$ cat config.mk
export PLATFORM = sky130hd
export DESIGN_NAME = peripheral_control
export DESIGN_NICKNAME = d
export VERILOG_FILES = /design/src/rtl/peripheral_control.sv
export SDC_FILE = /design/constraint.sdc
export NUM_CORES = 1
export LEC_CHECK = 0
export CAP_MARGIN = 10
export CORE_MARGIN = 3
export CORE_UTILIZATION = 55
export DETAILED_ROUTE_END_ITERATION = 12
export PLACE_DENSITY = 0.83
export SLEW_MARGIN = 20
export SYNTH_ARGS = -nofsm -noshare
export SYNTH_HDL_FRONTEND = slang
export SYNTH_SLANG_ARGS = --single-unit
$ cat constraint.sdc
create_clock -name clk_i -period 4.8 [get_ports clk_i]
set_clock_uncertainty 0.1 [all_clocks]
set_input_delay 0.48 -clock clk_i [delete_from_list [all_inputs] [get_ports clk_i]]
set_output_delay 0.48 -clock clk_i [all_outputs]
set_load 0.1 [all_outputs]
$ cat src/rtl/peripheral_control.sv
// Memory-mapped peripheral block: reloadable timer with interrupt, systick,
// LED/7-segment output registers and a synchronized switch input.
module peripheral_control #(
  parameter logic [31:0] BASE = 32'h4000_0000
) (
  input  logic        clk_i,
  input  logic        rst_ni,
  input  logic        cre_i,
  input  logic        cwe_i,
  input  logic [31:0] addr_i,
  input  logic [31:0] wdata_i,
  output logic [31:0] rdata_o,
  input  logic        pc31_i,
  output logic        intreq_o,
  input  logic [7:0]  switch_i,
  output logic [7:0]  led_o,
  output logic [11:0] digi_o
);

  typedef enum logic [2:0] {
    REG_TH      = 3'd0,
    REG_TL      = 3'd1,
    REG_TCON    = 3'd2,
    REG_LED     = 3'd3,
    REG_SWITCH  = 3'd4,
    REG_DIGI    = 3'd5,
    REG_SYSTICK = 3'd6,
    REG_NONE    = 3'd7
  } regSel_e;

  logic [31:0] th_q, th_d;
  logic [31:0] tl_q, tl_d;
  logic [2:0]  tcon_q, tcon_d;
  logic [7:0]  led_q, led_d;
  logic [11:0] digi_q, digi_d;
  logic [31:0] systick_q, systick_d;
  logic [7:0]  swSync1_q, swSync2_q;

  logic [31:0] wordAddr;
  logic [31:0] offset;
  regSel_e     sel;
  logic        overflow;

  // Byte offset within the block; anything at or beyond +0x1C is unmapped.
  assign wordAddr = addr_i & 32'hFFFF_FFFC;
  assign offset   = wordAddr - BASE;
  assign sel      = (offset < 32'h0000_001C) ? regSel_e'(offset[4:2]) : REG_NONE;
  assign overflow = tcon_q[0] && (tl_q == 32'hFFFF_FFFF);

  always_comb begin
    th_d      = th_q;
    tl_d      = tl_q;
    tcon_d    = tcon_q;
    led_d     = led_q;
    digi_d    = digi_q;
    systick_d = systick_q + 32'd1;

    if (tcon_q[0]) begin
      tl_d = overflow ? th_q : tl_q + 32'd1;
    end

    if (cwe_i) begin
      case (sel)
        REG_TH:   th_d   = wdata_i;
        REG_TL:   tl_d   = wdata_i;
        REG_TCON: tcon_d = wdata_i[2:0];
        REG_LED:  led_d  = wdata_i[7:0];
        REG_DIGI: digi_d = wdata_i[11:0];
        default:  ;
      endcase
    end

    // A pending interrupt survives a simultaneous software write to TCON.
    if (overflow && tcon_q[1]) begin
      tcon_d[2] = 1'b1;
    end
  end

  always_ff @(posedge clk_i or negedge rst_ni) begin
    if (!rst_ni) begin
      th_q      <= '0;
      tl_q      <= '0;
      tcon_q    <= '0;
      led_q     <= '0;
      digi_q    <= '0;
      systick_q <= '0;
      swSync1_q <= '0;
      swSync2_q <= '0;
    end else begin
      th_q      <= th_d;
      tl_q      <= tl_d;
      tcon_q    <= tcon_d;
      led_q     <= led_d;
      digi_q    <= digi_d;
      systick_q <= systick_d;
      swSync1_q <= switch_i;
      swSync2_q <= swSync1_q;
    end
  end

  always_comb begin
    rdata_o = '0;
    if (cre_i) begin
      case (sel)
        REG_TH:      rdata_o = th_q;
        REG_TL:      rdata_o = tl_q;
        REG_TCON:    rdata_o = {29'd0, tcon_q};
        REG_LED:     rdata_o = {24'd0, led_q};
        REG_SWITCH:  rdata_o = {24'd0, swSync2_q};
        REG_DIGI:    rdata_o = {20'd0, digi_q};
        REG_SYSTICK: rdata_o = systick_q;
        default:     rdata_o = '0;
      endcase
    end
  end

  assign intreq_o = tcon_q[1] & tcon_q[2] & ~pc31_i;
  assign led_o    = led_q;
  assign digi_o   = digi_q;

endmodule
Yosys cells after proc, flatten, opt, wreduce, memory -nomap -nowiden

Index checks and enable logic that the tools add are counted.

$lt $le $gt $ge: 1
Bitwise logic cells: 3
Add/sub/neg operators: 3
Equal/unequal tests: 7
Multiplexer cells: 10
Reductions and logical operators: 10

Operators with widths:

| kind                     | number |
|---|---|
| $pmux W32 S7             | 1 |
| $mux W32                 | 5 |
| $add A32 B1 Y32 const B  | 2 |
| $eq A32 B32 Y1 const B   | 1 |
| $lt A32 B5 Y1 const B    | 1 |
| $sub A32 B31 Y32 const B | 1 |
| $reduce_and A2 Y1        | 5 |
| $eq A3 B3 Y1 const B     | 3 |
| $mux W3                  | 3 |
| $eq A3 B2 Y1 const B     | 2 |
| $reduce_bool A2 Y1       | 2 |
| $eq A3 B1 Y1 const B     | 1 |
| $logic_not A3 Y1         | 1 |
| $and A1 B1 Y1            | 2 |
| $logic_and A1 B1 Y1      | 2 |
| $mux W1                  | 1 |
| $not A1 Y1               | 1 |

Output and inout bits: 53
Flip-flop bits (word level): 135
Input port bits: 77

Depth between registers and ports, before layout

Depth after elaboration: 7
Mapped depth: 8
Mapped depth without buffers: 7

Worst setup path after synthesis

Ideal clock, no wire load.

Kind: input port to output port
Start point: in addr_i[31]
End point: out rdata_o[13]
Buffers on the path: 2
Cell stages on the path: 8
Data arrival time: 3,265 ps
Setup slack: 955 ps
Path through: nor4b_1 > nand4_1 > or2_1 > buf_2 > nor4_4 > clkbuf_1 > a222oi_1 > nor2_1

Cells in the longest elaborated chain, start to end: 6

Ends and longest elaborated chain:

| item                                       | RTL line | source |
|---|---|---|
| start: declaration                         | 10       | `input logic [31:0] addr_i,` |
| $sub A32 B31 Y32 (*)                       | 46       | `assign offset = wordAddr - BASE;` |
| $lt A32 B5 Y1 (*)                          | 47       | `assign sel = (offset < 32'h0000_001C) ? regSel_e'(offset[4:2]) : REG_NONE;` |
| $mux W3 (*)                                | 47       |  |
| $eq A3 B3 Y1, or another cell as far along | 104      | `case (sel)` |
| $pmux W32 S7 (*)                           | 104      |  |
| $mux W32 (*)                               | 103      | `if (cre_i) begin` |
| end: declaration                           | 12       | `output logic [31:0] rdata_o,` |

Mark *: on every way between the ends. The rest lies on a longest branch, timed or not.

Final worst setup path

Start point: in addr_i[16]
End point: out rdata_o[26]

The elaborated chain is that of the path after synthesis.

==> out/results.ini <==
[outcome]
status=completed

[clocking]
holdBufCountCts=0
path_clk_slew_ps=60
cts_tree=built
post_cts_buffers=0
clock_path_buffers=2
clockRootBuffer=clkbuf_16
insertion_delay_ps=430
cts_resized=0
cts_made_buffers=17
clkSinkCount=135
h-tree-depth=4

[routing]
drt-initial-drc-count=890
drt_wl_total_um=20700
drtAntennaViolNets=0
viasPerCell=6.42
wire_per_inst_um=20.8
vias=6391
drc=0
dr.pass1.iters=10

[job]
drv_cap=0

[layout]
final_layout_size_suffix_gt1_share_pct=15.3
area_growth_pct=32.3
utilization_pct=74.8
n_antenna_cell=0
nNetsFinal=890

[worst_setup_path]
critPathCaptureType=output pin
worst-path-buf-inv=3
cpMostUsedCell=nor2_1
max_stage_delay_ps=680
worstSetupPathType=in2out
worstPathRequired_ps=4220
crit_chain=clkdlybuf4s50_1 -> nor4_1 -> nand4_1 -> nor2_1 -> and3_1 -> buf_4 -> a222oi_1 -> nor2_1 -> buf_12
cp_slowest_cell=and3_1
path_max_fanout=15
worstPathArrival_ps=3560
start_kind=input pin
cp_top_family=simple AND/OR/NAND/NOR gates

[pwr]
power_frac_comb_pct=5.0
intPower_uw=1990
p_switching_uw=592
swShare_pct=22.9
seqPwrFrac_pct=44.4
clock_power_share_pct=50.6
power.density_nw_per_um2=272
ir_drop_v=0.000258
p_leak_uw=0.00394
power.total_uw=2580

[logic_synthesis]
avgSynthCellArea_um2=10.3
synth_area_leaders=dfrtp_1 (47%), mux2_2 (4.9%), mux2_1 (4.7%)
synth_edf_count=0
seq_area_frac_synth_pct=47.1
synth_top_area_share_pct=47.1
yosysWarnings=0
synth_most_common_cell=dfrtp_1
ys_ff_latch=135
synth_fp_nets=776
netlist_area_um2=7170
yosysTopAreaCell=dfrtp_1
synthFlopType=dfrtp_1
ys_async_sr_fraction_pct=100
synthCells=697
ys_top_cells_by_count=dfrtp_1 (135), nor2_1 (78), nand2_1 (54), nand3_1 (36), mux2_2 (31)
synthDistinctLibCells=59

[timing]
period_share_pct=86.3
worst_pin_slew_ps=1160
max_freq_mhz=241
timing.final.crit_period_ps=4140
report.final.setup_viol=0
slew_violations=0
hold_viol_final=0
timing.hold.ws_ps=24.7
setup_tns_ps=0
rsz0062_at_grt=no
slew_headroom_pct=22.3

[placed_design]
finalWeightedCongestion=0.912
portBuffers=127
hpwl_um=14300

[die]
ios=130
chipHeight_um=120
fp.dieArea_um2=14400
initial_core_util_pct=56.6
dieWidth_um=120
rows=41
core_area_um2=12700

[global_routing]
grt-ovfl-total=0
grt_first_pass_wirelength_um=33800
grtUsageTotal_pct=29.8
first_global_vias=6539
grt_max_degree=63
antenna_found_initial=0

[min_path]
hold_class=in2async

-- sequential cells by signal (all words and copies together) (netlist names) --
| name | flops |
|---|---|
| digi_o | 12 |
| led_o | 8 |
| swSync1_q | 8 |
| swSync2_q | 8 |
| systick_q | 32 |
| tcon_q | 3 |
| th_q | 32 |
| tl_q | 32 |
-- per-layer routing --
layer / vias to the layer above / track usage (%) / part of all wire (%)
met3: 45 / 7.82 / 8.8
met4: 0 / 11.1 / 2.1
met1: 3153 / 39.6 / 40
met5: - / 0 / 0
li1: 2853 / - / -
met2: 340 / 47.3 / 49
-- cell families after synthesis --
logic type	share of synthesized area, %
simple gates	18.9
fa+ha+maj	0.349
mux	13.6
xor+xnor	3.79
compound gates	13.4
buf+inv	2.79
flops	47.1
-- metrics by stage --
| stage | setup WS [ps] | instances | instance area, um^2 |
|---|---|---|---|
| after floorplan | 955 | 697 | 7170 |
| after global placement | 937 | 964 | 8890 |
| after detailed placement | 743 | 964 | 8890 |
| after CTS | 725 | 996 | 9480 |
| after global routing | 521 | 996 | 9480 |
| final | 657 | 996 | 9480 |
-- area by class of cell --
type	count	area, um^2
Multi-Input combinational cell	514	3600
Timing Repair Buffer	139	1680
Tap cell	172	215
Fill cell	834	3190
Sequential cell	135	3380
Inverter	4	15.0
Clock buffer	17	425
Clock inverter	15	166
-- power groups by stage --
stage / Sequential (uW) / Combinational, uW / Clock, uW
4_1_cts: 1150 / 129 / 1320
3_5_place_dp: 1170 / 128 / 0
5_1_grt: 1150 / 139 / 1370
6_report: 1150 / 128 / 1310
3_3_place_gp: 1170 / 125 / 0
2_1_floorplan: 1170 / 26.8 / 0
-- final timing paths --
| path | from | endpoint | slack [ps] | depth (start not counted) |
|---|---|---|---|---|
| worst max-delay path | addr_i[16] | rdata_o[26] | 660 | 9 |
| worst min-delay path | rst_ni | systick_q[27]$_DFF_PN0_ | 20 | 1 |
| worst max register to register | tl_q[3]$_DFF_PN0_ | tl_q[10]$_DFF_PN0_ | 1750 | 6 |
| worst min register to register | swSync1_q[4]$_DFF_PN0_ | swSync2_q[4]$_DFF_PN0_ | 250 | 0 |
| max in group asynchronous | rst_ni | digi_o[4]$_DFFE_PN0P_ | 3560 | 2 |
| min in group clk_i | swSync1_q[4]$_DFF_PN0_ | swSync2_q[4]$_DFF_PN0_ | 250 | 0 |
-- worst reg2reg max path, delay by kind of cell, from the launching register on --
family           cells  cell delay, ps
AND/OR/NAND/NOR      3            1520
flip-flops           1             520
multiplexers         1             490
AO/OA/AOI/OAI        2             290
-- layout by cell type (no fill, tap or decap), drive strengths merged, types with 5 or more instances in the layout --
| cell type | Yosys | layout |
|---|---|---|
| nor3 | 14 | 14 |
| nand3 | 37 | 37 |
| a21oi | 20 | 20 |
| xnor2 | 22 | 22 |
| xor2 | 9 | 9 |
| a22oi | 7 | 7 |
| clkinv | 0 | 5 |
| nand2b | 6 | 6 |
| mux4 | 6 | 6 |
| and3 | 14 | 14 |
| a22o | 6 | 6 |
| o21ai | 28 | 28 |
| nor2 | 78 | 78 |
| nor4 | 11 | 11 |
| nand2 | 55 | 55 |
| dfrtp | 135 | 135 |
| and2 | 5 | 5 |
| mux2 | 61 | 61 |
| clkdlybuf4s50 | 0 | 94 |
| clkbuf | 26 | 17 |
| mux2i | 15 | 15 |
| a222oi | 20 | 20 |
| nand4 | 20 | 20 |
| and4 | 11 | 11 |
| a31oi | 8 | 8 |
| o21a | 5 | 5 |
| buf | 18 | 45 |
| inv | 4 | 10 |
(Power assumes the default switching activity.)
